### src/rtl/lasernet_pkg.sv
// lasernet_pkg: shared constants and types for the laser link datapath.
// Holds the packet width, arbiter state encoding and default timings.
package lasernet_pkg;

   localparam int PKT_W              = 288;
   localparam int GAP_CYCLES_DEF     = 1000;
   localparam int TIMEOUT_CYCLES_DEF = 40_000_000;
   localparam int TIMER_W_DEF        = 32;

   typedef logic [PKT_W-1:0] pkt_t;

   typedef enum logic [1:0] {
      ST_IDLE = 2'd0,
      ST_SEND = 2'd1,
      ST_GAP  = 2'd2
   } state_t;

endpackage

### src/rtl/laser_tx_arbiter_if.sv
// laser_tx_arbiter_if: requester and serial_tx side signals of the arbiter.
// master = requesters/serial_tx (testbench side), slave = the arbiter.
interface laser_tx_arbiter_if;
   import lasernet_pkg::*;

   logic data_req;
   pkt_t data_pkt;
   logic data_gnt;
   logic ack_req;
   pkt_t ack_pkt;
   logic ack_gnt;
   pkt_t tx_data;
   logic tx_new_data;
   logic tx_done;

   modport master (
      output data_req, data_pkt, ack_req, ack_pkt, tx_done,
      input  data_gnt, ack_gnt, tx_data, tx_new_data
   );

   modport slave (
      input  data_req, data_pkt, ack_req, ack_pkt, tx_done,
      output data_gnt, ack_gnt, tx_data, tx_new_data
   );

endinterface

### src/rtl/laser_tx_arbiter_retx_timer.sv
// retx_timer: retransmit timer; arm restarts from 0, clear disarms,
// expiry pulses timeout and bumps a saturating 8-bit retx_count.
module retx_timer #(
   parameter int TIMER_W        = 32,
   parameter int TIMEOUT_CYCLES = 40_000_000
) (
   input  logic       clk,
   input  logic       reset_n,
   input  logic       arm,
   input  logic       clear,
   output logic       timeout,
   output logic [7:0] retx_count
);

   localparam logic [TIMER_W-1:0] LAST =
      TIMER_W'(TIMEOUT_CYCLES - 1);

   logic               armed_q;
   logic [TIMER_W-1:0] cnt_q;

   // arm beats clear (restart from 0); clear beats expiry
   always_ff @(posedge clk or negedge reset_n) begin
      if (!reset_n) begin
         armed_q    <= 1'b0;
         cnt_q      <= '0;
         timeout    <= 1'b0;
         retx_count <= '0;
      end else begin
         timeout <= 1'b0;
         if (arm) begin
            armed_q <= 1'b1;
            cnt_q   <= '0;
         end else if (clear) begin
            armed_q <= 1'b0;
            cnt_q   <= '0;
         end else if (armed_q) begin
            if (cnt_q == LAST) begin
               armed_q <= 1'b0;
               cnt_q   <= '0;
               timeout <= 1'b1;
               if (retx_count != 8'hFF)
                  retx_count <= retx_count + 8'd1;
            end else begin
               cnt_q <= cnt_q + TIMER_W'(1);
            end
         end
      end
   end

endmodule

### src/rtl/laser_tx_arbiter.sv
// laser_tx_arbiter: shares serial_tx between data and ACK requesters.
// Ports: clk, reset_n, bus (req/pkt/gnt + tx_data/tx_new_data/tx_done),
// window_acked, timeout, retx_count, state. Timer: LASER_TX_RETX_TIMER_EN.
module laser_tx_arbiter
   import lasernet_pkg::*;
#(
   parameter int GAP_CYCLES     = GAP_CYCLES_DEF,
   parameter int TIMEOUT_CYCLES = TIMEOUT_CYCLES_DEF,
   parameter int TIMER_W        = TIMER_W_DEF
) (
   input  logic               clk,
   input  logic               reset_n,
   laser_tx_arbiter_if.slave  bus,
   input  logic               window_acked,
   output logic               timeout,
   output logic [7:0]         retx_count,
   output logic [1:0]         state
);

   localparam int GAP_W = (GAP_CYCLES > 1) ? $clog2(GAP_CYCLES) : 1;

   state_t           state_q, state_d;
   logic [GAP_W-1:0] gap_q, gap_d;
   logic             last_ack_q, last_ack_d;
   pkt_t             tx_data_q, tx_data_d;
   logic             dgnt_q, dgnt_d;
   logic             agnt_q, agnt_d;
   logic             new_q, new_d;
   logic             any_req;
   logic             pick_ack;

   // ACK wins unless data also wants the line and ACK went last
   assign any_req  = bus.data_req | bus.ack_req;
   assign pick_ack = bus.ack_req & (~bus.data_req | ~last_ack_q);

   always_ff @(posedge clk or negedge reset_n) begin
      if (!reset_n) begin
         state_q    <= ST_IDLE;
         gap_q      <= '0;
         last_ack_q <= 1'b0;
         tx_data_q  <= '0;
         dgnt_q     <= 1'b0;
         agnt_q     <= 1'b0;
         new_q      <= 1'b0;
      end else begin
         state_q    <= state_d;
         gap_q      <= gap_d;
         last_ack_q <= last_ack_d;
         tx_data_q  <= tx_data_d;
         dgnt_q     <= dgnt_d;
         agnt_q     <= agnt_d;
         new_q      <= new_d;
      end
   end

   always_comb begin
      state_d    = state_q;
      gap_d      = gap_q;
      last_ack_d = last_ack_q;
      tx_data_d  = tx_data_q;
      dgnt_d     = 1'b0;
      agnt_d     = 1'b0;
      new_d      = 1'b0;
      unique case (state_q)
         ST_IDLE: begin
            if (any_req) begin
               new_d      = 1'b1;
               agnt_d     = pick_ack;
               dgnt_d     = ~pick_ack;
               last_ack_d = pick_ack;
               tx_data_d  = pick_ack ? bus.ack_pkt
                                     : bus.data_pkt;
               state_d    = ST_SEND;
            end
         end
         ST_SEND: begin
            if (bus.tx_done) begin
               if (GAP_CYCLES > 0) begin
                  state_d = ST_GAP;
                  gap_d   = GAP_W'(GAP_CYCLES - 1);
               end else begin
                  state_d = ST_IDLE;
               end
            end
         end
         ST_GAP: begin
            if (gap_q == '0)
               state_d = ST_IDLE;
            else
               gap_d = gap_q - GAP_W'(1);
         end
         default: state_d = ST_IDLE;
      endcase
   end

   assign bus.tx_data     = tx_data_q;
   assign bus.tx_new_data = new_q;
   assign bus.data_gnt    = dgnt_q;
   assign bus.ack_gnt     = agnt_q;
   assign state           = state_q;

`ifdef LASER_TX_RETX_TIMER_EN
   // last_ack_q still names the packet on the line during SEND
   logic data_done;
   assign data_done = (state_q == ST_SEND) & bus.tx_done
                      & ~last_ack_q;

   retx_timer #(
      .TIMER_W        (TIMER_W),
      .TIMEOUT_CYCLES (TIMEOUT_CYCLES)
   ) u_retx_timer (
      .clk        (clk),
      .reset_n    (reset_n),
      .arm        (data_done),
      .clear      (window_acked),
      .timeout    (timeout),
      .retx_count (retx_count)
   );
`else
   logic               unused_wa;
   logic [TIMER_W-1:0] unused_cfg;
   assign unused_wa  = window_acked;
   assign unused_cfg = TIMER_W'(TIMEOUT_CYCLES);
   assign timeout    = 1'b0;
   assign retx_count = '0;
`endif

endmodule
### src/flat_wrapper.sv
// flat-port wrapper written by rule: the top's interface ports become plain ports
module laser_tx_arbiter_flat import lasernet_pkg::*;
#(
   parameter int GAP_CYCLES     = GAP_CYCLES_DEF,
   parameter int TIMEOUT_CYCLES = TIMEOUT_CYCLES_DEF,
   parameter int TIMER_W        = TIMER_W_DEF
)
  (clk, reset_n, window_acked, timeout, retx_count, state, bus_data_req, bus_data_pkt, bus_ack_req, bus_ack_pkt, bus_tx_done, bus_data_gnt, bus_ack_gnt, bus_tx_data, bus_tx_new_data);
  laser_tx_arbiter_if bus_i ();
  input  logic clk;
  input  logic reset_n;
  input  logic window_acked;
  output logic timeout;
  output logic [7:0] retx_count;
  output logic [1:0] state;
  input wire logic [$bits(bus_i.data_req)-1:0] bus_data_req;
  input wire logic [$bits(bus_i.data_pkt)-1:0] bus_data_pkt;
  input wire logic [$bits(bus_i.ack_req)-1:0] bus_ack_req;
  input wire logic [$bits(bus_i.ack_pkt)-1:0] bus_ack_pkt;
  input wire logic [$bits(bus_i.tx_done)-1:0] bus_tx_done;
  output wire logic [$bits(bus_i.data_gnt)-1:0] bus_data_gnt;
  output wire logic [$bits(bus_i.ack_gnt)-1:0] bus_ack_gnt;
  output wire logic [$bits(bus_i.tx_data)-1:0] bus_tx_data;
  output wire logic [$bits(bus_i.tx_new_data)-1:0] bus_tx_new_data;
  assign bus_i.data_req = bus_data_req;
  assign bus_i.data_pkt = bus_data_pkt;
  assign bus_i.ack_req = bus_ack_req;
  assign bus_i.ack_pkt = bus_ack_pkt;
  assign bus_i.tx_done = bus_tx_done;
  assign bus_data_gnt = bus_i.data_gnt;
  assign bus_ack_gnt = bus_i.ack_gnt;
  assign bus_tx_data = bus_i.tx_data;
  assign bus_tx_new_data = bus_i.tx_new_data;
  laser_tx_arbiter #(.GAP_CYCLES(GAP_CYCLES), .TIMEOUT_CYCLES(TIMEOUT_CYCLES), .TIMER_W(TIMER_W)) u_core (.clk(clk), .reset_n(reset_n), .bus(bus_i), .window_acked(window_acked), .timeout(timeout), .retx_count(retx_count), .state(state));
endmodule
### config.mk
export PLATFORM = sky130hd
export DESIGN_NAME = laser_tx_arbiter_flat
export DESIGN_NICKNAME = d
export VERILOG_FILES = /design/src/rtl/lasernet_pkg.sv /design/src/rtl/laser_tx_arbiter_if.sv /design/src/rtl/laser_tx_arbiter_retx_timer.sv /design/src/rtl/laser_tx_arbiter.sv /design/src/flat_wrapper.sv
export SDC_FILE = /design/constraint.sdc
export NUM_CORES = 1
export LEC_CHECK = 0
export ABC_AREA = 1
export CORE_AREA = 2 2 346 348
export DETAILED_ROUTE_END_ITERATION = 16
export DIE_AREA = 0 0 348 350
export SETUP_SLACK_MARGIN = 0.4
export SLEW_MARGIN = 15
export SYNTH_ARGS = -nofsm -noshare
export SYNTH_HDL_FRONTEND = slang
export SYNTH_SLANG_ARGS = --single-unit
### constraint.sdc
create_clock -name clk -period 1.8 [get_ports clk]
set_input_delay 0.54 -clock clk [delete_from_list [all_inputs] [get_ports clk]]
set_output_delay 0.54 -clock clk [all_outputs]
set_load 0.02 [all_outputs]
==> summary.txt, run 1 <==
Timing
  • Final Critical Period: about 1.8 ns
  • Unrepaired setup endpoints after global routing: true
  • Maximum clock frequency: around 560 MHz
  • Final setup violation count: 0
  • Fin. max-slew vios: 0
  • Crit share post-route: 0.9986
  • Final hold vios: 0
  • Fin Clk Skew: 0.01233 ns

Routing
  • Via count: 16,270
  • Final Routed Wirelength: between 100 and 150 mm
  • DRC viols: 0
  • DR pass1 iterations: 7
  • DR iter-0 viols: 1,236
  • Vias/cell: 3.797
  • Post-DR wirelength/cell: 23.81 µm
  • Post-route antenna net violation count: 0

Run status
  • Outcome: finished, final reports clean

Floorplanning
  • Placeable Area: between 100,000 and 150,000 µm²
  • Initial Utilization: 0.1136
  • Row count: 126
  • Die ar.: around 120,000 µm²
  • Num ports: 884
  • Die Height: roughly 350 µm
  • Die width: between 300 and 400 µm

CTS
  • CTS tree: done
  • CTS clk-pin slew, worst paths: around 0.060 ns
  • Num CTS Buffers: 38
  • Max clock buf depth: 3
  • Clk Latency, worst-skew pair: a little under 0.6 ns
  • CTS sink cnt: around 300
  • Htree depth: 2
  • Root buffer cell: clkbuf_16

Cells and area
  • Most frequent cells in the layout: nand2_1 (687), clkdlybuf4s50_1 (579), dfrtp_1 (276)
  • Fillers: ~12,000
  • Register area: approximately 7600 µm²
  • Area of the multi-input gates: around 7100 µm²
  • Cell Count, Final, Fillers Out: about 4,300
  • Design Area, Final: around 32,000 µm²
  • Most common cell after layout, fill and taps aside: nand2_1
  • Layout Nets: ~3,300
  • Share of cells above drive strength 1: 0.3542
  • Area Growth Syn to Fin: 136.2%

Critical path
  • Worst EP required: approximately 2.2 ns
  • Critical path arrival: between 2 and 2.5 ns
  • Critical path class: input pin to register
  • CP Capture Type: register
  • Crit path max fanout: 7
  • Startpoint types: input pin

Logic synthesis
  • Mapped Avg Cell Area: 8.069 µm²
  • Post-Syn Instances: roughly 1,700
  • Synthesized cell area: ~13,000 µm²
  • Distinct cells, synth: 23
  • Seq cells post-synth: roughly 300
  • Register area share after synthesis: 0.5686
  • Yosys warning count: 0

Power
  • Leakage: between 15 and 20 nW
  • Final Power: between 50 and 60 mW
  • Cell Pwr Density: between 1500 and 2000 nW/µm²
  • VDD IR max: 652.6 µV

GRT
  • Initial antenna violation count: 7
  • Total global routing overflow: 0
  • GRT Total Usage: 0.1415
  • Vias in the first global route: between 15,000 and 20,000
  • Largest net degree at the start of global routing: between 60 and 70
  • First-pass GRT wire length: 120.8 mm

Min path
  • Worst Hold Class: input pin to async pin

Placed design
  • Port Buffers: just under 900
  • RD Place Congestion: between 0.9 and 1
  • Dpl cell area: 25,410 µm²
  • Final HPWL DP: 73.39 mm
  • Placed Cells: between 4,000 and 5,000

Run
  • Max-Cap Viols: 0
[path summary, 6_finish.rpt]
path | from | to | slack (ns) | cells after the start
worst max-delay path | bus_ack_req | u_core.bus.tx_data[108] | 0.003 | 10
worst max register to register | u_core.state[1] | u_core.bus.tx_data[25] | 0.03 | 10
worst min register to register | u_core.last_ack_q | u_core.last_ack_q | 0.49 | 2
min in group clk | u_core.last_ack_q | u_core.last_ack_q | 0.49 | 2
max in group asynchronous | reset_n | u_core.bus.tx_data[271] | 0.67 | 4
worst min-delay path | reset_n | u_core.bus.tx_data[251] | 0.40 | 2
[metal layers]
| layer | global-route usage | share of wire |
|---|---|---|
| met4 | 0.04249 | 0.036 |
| met2 | 0.2284 | 0.48 |
| met1 | 0.1814 | 0.41 |
| met5 | 0 | 0.00026 |
| met3 | 0.04205 | 0.080 |
[cell families (layout without fill, tap and decap cells)]
| group | after synthesis | in the layout | synth area share |
|---|---|---|---|
| buffers and inverters | 119 | 1199 | 0.04779 |
| AOI/OAI and AO/OA | 34 | 34 | 0.01384 |
| xor gates and xnor gates | 2 | 2 | 0.001310 |
| and+or+nand+nor | 1197 | 1198 | 0.3673 |
| DFF | 304 | 304 | 0.5686 |
| other | 1 | 12 | 0.0002803 |
| adders and majority gates | 1 | 1 | 0.0009350 |
[synth_stat cells, drive strengths merged]
library cell | n | area (µm²)
nor2 | 28 | 142.6
clkbuf | 9 | 33.78
ha | 1 | 12.51
inv | 14 | 52.55
nand4 | 3 | 18.77
conb | 1 | 3.750
dfrtp | 304 | 7607
xor2 | 2 | 17.52
nand3 | 292 | 1461
nand2 | 874 | 3291
o21ai | 34 | 185.2
buf | 96 | 553.0
[layout make-up]
cell class,instances,area share
Antenna cell,3,0.0002375
Clock buffer,56,0.03741
Clock inverter,10,0.005780
Inverter,14,0.001663
Multi-Input combinational cell,1244,0.2258
Sequential cell,304,0.2418
Tap cell,1536,0.06081
Timing Repair Buffer,1119,0.4265
[metrics by stage]
stage | hold WS, ns | worst slack (ns) | setup TNS, ns | util
after CTS | 0.3591 | -0.02850 | -0.07160 | 0.2369
final | 0.4036 | 0.002609 | 0 | 0.2684
after global routing | 0.3937 | -0.03765 | -0.4147 | 0.2683
after detailed placement | 0.4152 | -0.4738 | -111.43 | 0.2158
after floorplan | 0.2444 | 0.3041 | 0 | -
after global placement | 0.4175 | -0.4565 | -108.43 | 0.2158
[power breakdown]
group          switching, mW  total [mW]  internal (mW)  leakage [nW]
Clock                   3.29        8.54           5.25         0.674
Combinational           16.9        33.0           16.1          10.6
Sequential              3.52        13.7           10.2          3.72
Total                   23.7        55.3           31.6          15.0
[critical path: stages]
cell and delay (ns):
clkdlybuf4s50_1 0.51, o21ai_4 0.20, buf_12 0.15, nor2_8 0.04
buf_12 0.15, buf_12 0.13, clkbuf_16 0.16, clkbuf_16 0.18
nand2_4 0.06, nand3_2 0.09
[timing repair]
item                                    in CTS  in global routing
resized for setup                         1133                532
gates cloned                                 5                 52
buffers inserted                            53                 40
endpoints found under the setup margin     589                594
endpoints found under the hold margin       19                  0
pin swaps                                   11                129
hold buffers                                 1                  0
[state kept, by name, indices dropped and copies added (netlist names)]
signal,count
u_core.bus.tx_data,288
u_core.last_ack_q,1
u_core.gap_q,10
u_core.bus.tx_new_data,1
u_core.bus.data_gnt,1
u_core.state,2
u_core.bus.ack_gnt,1
Note: power is estimated with default switching activity, not from simulation.
==> run 2, diff against run 1 <==
--- a/config.mk
+++ b/config.mk
@@ -6,9 +6,12 @@
 export NUM_CORES = 1
 export LEC_CHECK = 0
 export ABC_AREA = 1
-export CORE_AREA = 2 2 346 348
+export CELL_PAD_IN_SITES_DETAIL_PLACEMENT = 1
+export CELL_PAD_IN_SITES_GLOBAL_PLACEMENT = 2
+export CORE_AREA = 2 2 349 351
 export DETAILED_ROUTE_END_ITERATION = 16
-export DIE_AREA = 0 0 348 350
+export DIE_AREA = 0 0 351 353
+export PLACE_DENSITY = 0.62
 export SETUP_SLACK_MARGIN = 0.4
 export SLEW_MARGIN = 15
 export SYNTH_ARGS = -nofsm -noshare
==> summary.txt, run 2 (synthesis gave the netlist of run 1 again) <==
Timing
  • Fin Clk Skew: 0.02363 ns (+0.01130 ns)
  • Fin. max-slew vios: 0 (unchanged)
  • Crit share post-route: 1.021 (+0.02200)
  • Final Critical Period: 1.837 ns (+0.03959 ns)
  • Setup WS post-layout: -0.03698 ns (-0.03959 ns)
  • Final setup violation count: 36 (+36)
  • Maximum clock frequency: 544.4 MHz (-2.2%)
  • Setup TNS: -0.5475 ns (-0.5475 ns)
  • Final hold vios: 0 (unchanged)
  • Hold_ws: 0.3907 ns (-0.01288 ns)
  • Unrepaired setup endpoints after global routing: true

Run status
  • Failing checks: negative setup slack
  • Outcome: complete, but fails checks

GRT
  • Initial antenna violation count: 10 (+3)
  • First-pass GRT wire length: 119.2 mm (-1.3%)
  • Largest net degree at the start of global routing: 68 (+9.7%)
  • Total global routing overflow: 0 (unchanged)
  • GRT Total Usage: 0.1325 (-0.008940)
  • Vias in the first global route: 16,820 (+8.4%)

Floorplanning
  • Die ar.: 123,900 µm² (+1.7%)
  • Placeable Area: 120,600 µm² (+2.4%)
  • Row count: 128 (+1.6%)
  • Die width: 351 µm (+0.86%)
  • Die Height: 353 µm (+0.86%)
  • Initial Utilization: 0.1109 (-0.002666)
  • Num ports: 884 (unchanged)

Routing
  • Via count: 16,300 (+0.14%)
  • Post-DR wirelength/cell: 20.84 µm (-12%)
  • Vias/cell: 3.624 (-4.6%)
  • Top Metal Used: met5
  • DR pass1 iterations: 4 (-3)
  • Routed wl met3: 7.750 mm (-5.5%)
  • DRC viols: 0 (unchanged)
  • Final Routed Wirelength: 93.70 mm (-8.2%)
  • Post-route antenna net violation count: 0 (unchanged)
  • Metal-1 WL: 32.99 mm (-21%)
  • DR iter-0 viols: 441 (-64%)
  • DR WL met2: 49.77 mm (+2.6%)

Power
  • VDD IR max: 709.0 µV (+8.7%)
  • Cell Pwr Density: 1723 nW/µm² (-1.5%)
  • Combinational share of power: 0.611 (+0.014)
  • Reg power frac: 0.233 (-0.016)
  • Switching part of the total: 0.4136 (-0.01560)
  • Sw power: 23.35 mW (-1.6%)
  • Power Internal: 33.10 mW (+4.9%)
  • Leakage: 15.70 nW (+4.6%)
  • Clock Power Share: 0.156 (+0.002)

Placed design
  • RD Place Congestion: 0.7862 (-13%)
  • Pre-CTS setup slack: -0.5564 ns (-0.08253 ns)
  • Port Buffers: 873 (unchanged)
  • Dpl cell area: 25,020 µm² (-1.6%)
  • Final HPWL DP: 65.91 mm (-10%)

CTS
  • Htree depth: 2 (unchanged)
  • Num CTS Buffers: 42 (+11%)
  • CTS sink cnt: 304 (unchanged)
  • Clk Latency, worst-skew pair: 0.59 ns (about the same)
  • Max clock buf depth: 3 (unchanged)
  • Root buffer cell: clkbuf_16
  • CTS clk-pin slew, worst paths: 0.06 ns (about the same)
  • CTS tree: done

Critical path
  • Worst EP required: 2.31 ns (+0.07 ns)
  • Critical path class: register to register
  • FF-to-FF path depth: 11 (+1)
  • Startpoint types: register
  • Critical path arrival: 2.35 ns (+0.11 ns)
  • CP Capture Type: register
  • Crit path max fanout: 7 (unchanged)

Min path
  • Worst Hold Class: input pin to async pin

Cells and area
  • Share of cells above drive strength 1: 0.4266 (+0.07237)
  • Most frequent cells in the layout: nand2_1 (586), clkdlybuf4s50_1 (579), buf_6 (308)
  • Most common cell after layout, fill and taps aside: nand2_1
  • Max reg flops: 288 (unchanged)
  • Design Area, Final: 32,770 µm² (+3.7%)
  • Layout Nets: 3,422 (+3.6%)
  • Fillers: 13,820 (+13%)
  • Area Growth Syn to Fin: 144.9%

Run
  • Max-Cap Viols: 0 (unchanged)
==> run 2: final cells by class <==
type,count,area (µm²),area share
Sequential cell,304,7622,0.2326
Inverter,14,52.55,0.001604
Antenna cell,5,12.51,0.0003818
Clock buffer,63,1244,0.03795
Clock inverter,9,147.6,0.004505
Tap cell,1625,2033,0.06204
Timing Repair Buffer,1233,13770,0.4201
Multi-Input combinational cell,1244,7891,0.2408
==> run 2: power by group through the flow <==
stage | combinational [mW] | sequential, mW | clock (mW)
4_1_cts | 27.0 | 12.9 | 9.18
2_1_floorplan | 6.64 | 15.8 | 0
3_5_place_dp | 23.6 | 12.4 | 0
5_1_grt | 36.7 | 13.5 | 9.40
6_report | 34.5 | 13.1 | 8.82
3_3_place_gp | 23.5 | 12.3 | 0
==> run 2: path summary, 6_finish.rpt <==
kind                                        startpoint  slack (ns)                 endpoint
worst max-delay path                   u_core.state[0]       -0.04  u_core.bus.tx_data[166]
worst min-delay path                           reset_n        0.39  u_core.bus.tx_data[232]
worst max register to register         u_core.state[0]       -0.04  u_core.bus.tx_data[166]
worst min register to register  u_core.bus.tx_data[16]        0.51   u_core.bus.tx_data[16]
max in group asynchronous                      reset_n        0.67  u_core.bus.tx_data[110]
min in group clk                     bus_data_pkt[133]        0.51  u_core.bus.tx_data[133]
==> run 2: timing repair <==
| item | CTS | global route |
|---|---|---|
| cloned | 10 | 32 |
| endpoints found under the hold margin | 18 | 0 |
| buffers inserted | 79 | 117 |
| pin swaps | 32 | 168 |
| endpoints found under the setup margin | 595 | 597 |
| resized for setup | 1802 | 722 |
| hold buffers | 1 | 0 |
==> run 2: metal layers <==
metal  track usage  vias to the layer above
met5             0                        -
met4       0.03433                        8
met3       0.04519                      125
met2        0.2470                      568
met1        0.1405                     7945
li1              -                     7650
==> run 2: worst max-delay path, stage by stage, from the launching register on <==
cell and delay [ns]:
dfrtp_1 0.39, nor2_1 0.11, buf_4 0.17, o21ai_4 0.07, buf_12 0.15, nor2_8 0.17
buf_12 0.18, buf_12 0.12, buf_12 0.11, clkbuf_16 0.16, nand2_2 0.05, nand3_2 0.05
==> run 2: stage by stage <==
step	cells	utilization	total power, mW
finish	4497	0.2717	56.45
global placement	4181	0.2074	35.82
detailed placement	4181	0.2074	35.93
floorplan	1666	-	22.41
global route	4496	0.2717	59.63
CTS	4343	0.2341	49.14
